`config.mk`:
```
export PLATFORM = sky130hd
export DESIGN_NAME = ycrcb2rgb565
export DESIGN_NICKNAME = d
export VERILOG_FILES = /design/src/rtl/edge_pkg.sv /design/src/rtl/clamp8.sv /design/src/rtl/ycrcb2rgb565.sv
export SDC_FILE = /design/constraint.sdc
export NUM_CORES = 1
export LEC_CHECK = 0
export CAP_MARGIN = 20
export CORE_ASPECT_RATIO = 0.9
export CORE_MARGIN = 3
export CORE_UTILIZATION = 57
export DETAILED_ROUTE_END_ITERATION = 8
export GPL_ROUTABILITY_DRIVEN = 0
export PLACE_DENSITY = 0.84
export SYNTH_ARGS = -nofsm -noshare
export SYNTH_HDL_FRONTEND = slang
export SYNTH_SLANG_ARGS = --single-unit
export TNS_END_PERCENT = 50
```
`constraint.sdc`:
```
create_clock -name clk -period 3.49 [get_ports clk]
set_input_delay 1.047 -clock clk [delete_from_list [all_inputs] [get_ports clk]]
set_output_delay 1.047 -clock clk [all_outputs]
set_load 0.1 [all_outputs]
```
`src/rtl/edge_pkg.sv`:
```
// Shared constants and stage bundles for the YCrCb colour-space blocks.
// Coefficients are 8-bit fixed point (x256).
package edge_pkg;

  localparam int SW     = 18;
  localparam int C_RV   = 359;
  localparam int C_GU   = 88;
  localparam int C_GV   = 183;
  localparam int C_BU   = 454;
  localparam int OFFSET = 128;
  localparam int RND    = 128;

  typedef logic signed [SW-1:0] sum_t;

  typedef struct packed {
    sum_t y;
    sum_t pr;
    sum_t pgb;
    sum_t pgr;
    sum_t pb;
  } s1_t;

  typedef struct packed {
    sum_t r;
    sum_t g;
    sum_t b;
  } s2_t;

  function automatic logic signed [8:0] unbias(input logic [7:0] c);
    return signed'({1'b0, c}) - signed'(9'(OFFSET));
  endfunction

endpackage

```
`src/rtl/clamp8.sv`:
```
// Saturates a signed sum to the unsigned 0..255 range.
module clamp8
  import edge_pkg::*;
(
  input  logic signed [SW-1:0] d,
  output logic        [7:0]    q
);

  localparam logic signed [SW-1:0] MAXV = SW'(255);

  always_comb begin
    q = d[7:0];
    if (d < 0)
      q = 8'd0;
    else if (d > MAXV)
      q = 8'd255;
  end

endmodule

```
`src/rtl/ycrcb2rgb565.sv`:
```
// Three-stage YCrCb to RGB565 converter with valid/ready flow control.
// All stages advance together; the last stage stalls the whole pipe.
module ycrcb2rgb565
  import edge_pkg::*;
#(
  parameter int ROUND = 1
) (
  input  logic       clk,
  input  logic       rst,
  input  logic       in_valid,
  output logic       in_ready,
  input  logic [7:0] Y,
  input  logic [7:0] Cr,
  input  logic [7:0] Cb,
  output logic       out_valid,
  input  logic       out_ready,
  output logic [4:0] R,
  output logic [5:0] G,
  output logic [4:0] B
);

  localparam sum_t RC = sum_t'((ROUND != 0) ? RND : 0);

  logic v1, v2, v3;
  logic en;
  s1_t  s1_d, s1_q;
  s2_t  s2_d, s2_q;
  logic [7:0] r8, g8, b8;

  assign en        = ~v3 | out_ready;
  assign in_ready  = en;
  assign out_valid = v3;

  always_comb begin
    logic signed [8:0] dr;
    logic signed [8:0] db;
    dr       = unbias(Cr);
    db       = unbias(Cb);
    s1_d     = '0;
    s1_d.y   = {2'b00, Y, 8'h00};
    s1_d.pr  = sum_t'(dr) * sum_t'(C_RV);
    s1_d.pgb = sum_t'(db) * sum_t'(C_GU);
    s1_d.pgr = sum_t'(dr) * sum_t'(C_GV);
    s1_d.pb  = sum_t'(db) * sum_t'(C_BU);
  end

  always_comb begin
    sum_t rs, gs, bs;
    rs     = s1_q.y + s1_q.pr + RC;
    gs     = s1_q.y - s1_q.pgb - s1_q.pgr + RC;
    bs     = s1_q.y + s1_q.pb + RC;
    s2_d   = '0;
    s2_d.r = rs >>> 8;
    s2_d.g = gs >>> 8;
    s2_d.b = bs >>> 8;
  end

  clamp8 u_clamp_r (.d(s2_q.r), .q(r8));
  clamp8 u_clamp_g (.d(s2_q.g), .q(g8));
  clamp8 u_clamp_b (.d(s2_q.b), .q(b8));

  always_ff @(posedge clk or posedge rst) begin
    if (rst) begin
      v1   <= 1'b0;
      v2   <= 1'b0;
      v3   <= 1'b0;
      s1_q <= '0;
      s2_q <= '0;
      R    <= '0;
      G    <= '0;
      B    <= '0;
    end else if (en) begin
      v1   <= in_valid;
      v2   <= v1;
      v3   <= v2;
      s1_q <= s1_d;
      s2_q <= s2_d;
      R    <= r8[7:3];
      G    <= g8[7:2];
      B    <= b8[7:3];
    end
  end

endmodule

```
==> Word-level counts from Yosys, hierarchy flattened <==
Cells that the tools add are included.
{ "classes": {"add_sub_neg": 9, "mux": 6, "multipliers": 4, "order_cmp": 6, "n_bitwise": 2} }
{ "ops": {"columns": ["op", "count"], "rows": [
  ["18-bit by 9-bit adder with 18-bit output, second input constant", 3],
  ["8-bit 2-to-1 mux", 6],
  ["17-bit by 18-bit adder with 18-bit output", 2],
  ["10-bit by 9-bit greater-than comparator with 1-bit output, second input constant", 3],
  ["10-bit by 1-bit < comparator with 1-bit output, second input constant", 3],
  ["9-bit by 10-bit multiplier with 18-bit output, second input constant", 1],
  ["9-bit by 9-bit multiplier with 18-bit output, second input constant", 1],
  ["17-bit by 18-bit subtractor with 18-bit output", 1],
  ["18-bit subtractor", 1],
  ["8-bit by 8-bit subtractor with 9-bit output, second input constant", 2],
  ["9-bit by 9-bit multiplier with 17-bit output, second input constant", 1],
  ["9-bit by 5-bit multiplier with 14-bit output, second input constant", 1],
  ["1-bit inverter", 1],
  ["1-bit bitwise OR", 1]
]} }
{ "word_totals": {"register_bits": 125, "word_cells": 41, "output_inout_bits": 18, "inputBits": 28} }

==> Depth between registers and ports, before layout <==
{ "depth": {"ltp_word": 3, "mapped_depth": 19} }

==> By module <==
A second synthesis with hierarchy kept.
{ "unflattened": {"cells_unflattened": 1236, "hier_area_um2": 10960.5} }
{ "by_module_without_submodules": {"columns": ["module", "instances", "area_each_um2", "cells_each"], "rows": [
  ["ycrcb2rgb565", 1, 10528.8, 1170],
  ["clamp8", 3, 143.9, 22]
]} }

==> Least setup slack after synthesis <==
OpenSTA, ideal clock, no wires.
{ "synth_timing": {"path_kind": "input -> register", "start": "input Cr[7]", "end": "register s1_q[71] (netlist bit)", "arrival_time_ns": 5.120, "required_time_ns": 3.408, "stages": 17, "slack_ns": -1.712, "path_cell_list": "clkbuf_1 -> inv_1 -> ha_1 -> inv_1 -> ha_1 -> fa_1 -> fa_1 -> inv_1 -> fa_1 -> inv_1 -> ha_1 -> nor2b_1 -> o2111ai_1 -> nand3_1 -> and3_1 -> or3_1 -> a31oi_1"} }
{ "synth_via": {"elab_chain_len": 2} }
{ "synth_rtl": {"columns": ["element", "line", "rtl"], "rows": [
  ["start: declaration", "ycrcb2rgb565.sv:13", "input logic [7:0] Cr,"],
  ["8-bit by 8-bit subtractor with 9-bit output", "edge_pkg.sv:30", "return signed'({1'b0, c}) - signed'(9'(OFFSET));"],
  ["9-bit by 10-bit multiplier with 18-bit output", "ycrcb2rgb565.sv:41", "s1_d.pr = sum_t'(dr) * sum_t'(C_RV);"],
  ["end signal: assignment", "ycrcb2rgb565.sv:67", "s1_q <= '0;"],
  ["end signal: assignment", "ycrcb2rgb565.sv:76", "s1_q <= s1_d;"],
  ["end: declaration", "ycrcb2rgb565.sv:26", "s1_t s1_d, s1_q;"]
]} }
No other way between the ends.
A chain may end at the register's enable or synchronous reset.

==> Worst setup path after layout <==
{ "layout_timing": {"start": "input Cr[7]", "end": "register s1_q[65] (netlist bit)"} }
Same word-level chain as after synthesis.

==> flow_summary_export.csv <==
group,metric,value,unit
drt,dr_total_vias,10020,
sta,fin_ws,-1.343,ns
setup_path,cp-start-kind,"input port",
setup_path,arrival,5.05,ns
die,initial_core_util,0.5946,
clocking,cts_tree,"built",
power,ir_drop,0.6772,mV
yosys,netlist_instances,1127,
final_layout,syn_to_final_growth,34.12,%
final_layout,antenna_cells,0,
yosys,yosysWarnings,0,
run,cap_violations,0,
sta,finalHoldViolCount,0,
clocking,cts-buffers-inserted,9,
status,violations,"setup timing",
setup_path,worstPathMaxFanout,3,
power,power_density,958.7,mW/mm2
setup_path,endpoint_kind,"flop",
drt,firstDrtPassIters,6,
placed_design,dpl.hpwl,19610,um
clocking,cts_sinks,103,
power,power,13.17,mW
clocking,insertion_delay,0.36,ns
setup_path,critPathKind,"in -> reg",
min_path,worstHoldPathCells,2,
grt,grt_pass1_vias,9960,
final_layout,num-fill-cells,862,
clocking,hold_buffers,0,
placed_design,port_buffers,45,
grt,overflow,0,
power,power_leakage,6.835,nW
yosys,synth_top_cell_area_share,0.2516,
grt,antenna_found_initial,0,
yosys,async_reset_ff_frac,1.000,
yosys,synth_area_leaders,"dfrtp_1 (25%), ha_1 (21%), fa_1 (13%)",
die,die_area,0.01962,mm2
drt,drc,0,
setup_path,reg2reg_depth,10,
drt,antenna_left,0,
sta,slew_headroom,0.4899,
yosys,ys_seq_area_frac,0.2516,
drt,drtIter0Drc,1134,
grt,grt_usage,0.3277,
clocking,clkTransAtPathRegs,0.08,ns
yosys,synth_cell_types,59,
yosys,synthFlopType,"dfrtp_1",
sta,worst_pin_slew,0.7572,ns
die,dieWidth,147.3,um
yosys,syn_area,0.01024,mm2
clocking,htree_levels,3,
setup_path,worstPathRequired,3.71,ns
yosys,postSynthAreaPerCell,9.090,um2
clocking,cts-root-buf,"clkbuf_16",
drt,routed_via_density,6.305,
drt,routed_wl,38170,um
grt,grt_start_max_net_pins,113,
final_layout,layout.area.seq,0.002577,mm2
status,status,"complete, but fails checks",
yosys,synth_edf_count,0,
sta,finalSetupViolCount,41,
yosys,ys_top_cells_by_count,"inv_1 (197), ha_1 (175), nand2_1 (114), dfrtp_1 (103), a21oi_1 (74)",
yosys,yosysMostFrequentCell,"inv_1",
die,boundaryPins,46,
yosys,ys_ff_latch,103,
sta,max_freq,206.9,MHz
min_path,hold_class,"reg -> reg",
sta,rsz0062_at_grt,"yes",
sta,skew,0.007221,ns
grt,grt_pass1_wl,50890,um
sta,min_period,4.833,ns
sta,setup_tns,-31.43,ns
drt,wl_per_cell,24.02,um
die,die_h,133.2,um
yosys,synth_area_leader_cell,"dfrtp_1",
sta,drv_slew,0,
die,core_region_area,0.01723,mm2
clocking,cts_buffer_depth,2,
final_layout,drive_gt1_frac,0.3006,
final_layout,multi_input_area,0.007744,mm2
sta,period_share,1.385,
final_layout,nets,1621,
yosys,syn_nets,1399,
final_layout,final_util,0.7975,
die,num_rows,45,
## placed cells by master, fill, tap and decap left out, drive strengths merged, types with 6 or more instances in the layout
master,n
a21oi,74
buf,226
o31ai,19
ha,175
clkbuf,11
dfrtp,103
nor3b,6
xor2,29
xnor2,39
o21bai,11
a211oi,6
nor2,68
nor3,9
a31oi,13
o21a,10
o21ai,51
clkdlybuf4s50,11
fa,69
nand2,114
nor2b,12
a21o,19
inv,200
## critical path, cell delays in order
cell and delay [ns]:
buf_6 0.08, buf_6 0.11, inv_8 0.03, ha_4 0.28, inv_4 0.07, ha_4 0.20
fa_1 0.51, fa_1 0.55, inv_2 0.06, fa_1 0.52, inv_2 0.05, ha_4 0.29
nand2_4 0.06, nor3_4 0.29, buf_6 0.15, buf_6 0.10, nor3_4 0.04, o21bai_2 0.20
a21oi_2 0.11, xor2_1 0.20, o21ai_1 0.12
## area by class of cell
type                       instances  share of cell area
multi-input combinational        797              0.5636
sequential                       103              0.1876
timing repair buffer             240              0.1485
inverter                         198             0.05700
tap                              235             0.02140
clock buffer                      10             0.01739
clock inverter                     6            0.004553
## kinds of logic after synthesis
logic type / count (synthesis) / synth area share
adder cells (fa/ha/maj): 244 / 0.3486
buffers and inverters: 227 / 0.08317
AO/OA/AOI/OAI: 237 / 0.1490
XOR/XNOR: 68 / 0.05813
flip-flops: 103 / 0.2516
multiplexers: 5 / 0.004885
AND/OR/NAND/NOR: 243 / 0.1047
## stage by stage
step                worst slack, ns  hold WS, ns  cells  cell area (um2)
floorplan                    -1.139       0.4300   1127            10660
global placement             -1.892       0.4493   1536            12470
detailed placement           -2.029       0.4622   1536            12470
CTS                          -1.091       0.4809   1572            13310
global route                 -1.390       0.4910   1589            13740
finish                       -1.343       0.4768   1589            13740
## report_power, final
| part | switching (mW) | internal (mW) |
|---|---|---|
| registers | 0.461 | 1.77 |
| clock network | 0.507 | 0.525 |
| logic | 5.74 | 4.17 |
## sequential cells by signal, indices dropped and copies added, names as in the netlist
register / flops
G: 6
out_valid: 1
s2_q: 22
B: 5
v2: 1
R: 5
v1: 1
s1_q: 62
## layer usage
layer | share of wire | global-route usage | vias to the layer above
met3 | 0.11 | 0.08333 | 329
met5 | 0.0012 | 0 | -
li1 | - | - | 4166
met1 | 0.35 | 0.3815 | 4713
met4 | 0.099 | 0.2003 | 2
met2 | 0.44 | 0.5455 | 809
## final timing paths
path | startpoint | to | slack [ns]
worst max-delay path | Cr[7] | s1_q[65] | -1.34
worst min-delay path | s2_q[3] | s2_q[3] | 0.48
worst max register to register | s1_q[44] | s2_q[27] | 0.43
worst min register to register | s2_q[3] | s2_q[3] | 0.48
max in group asynchronous | rst | s1_q[24] | 1.75
min in group asynchronous | rst | s2_q[45] | 1.12
## timing repair
item                       4_1_cts  5_1_grt
gates resized for setup        159       68
setup endpoints to repair       44       42
setup buffers                   22       20
pin swaps                       74       59
(Power assumes the default switching activity.)
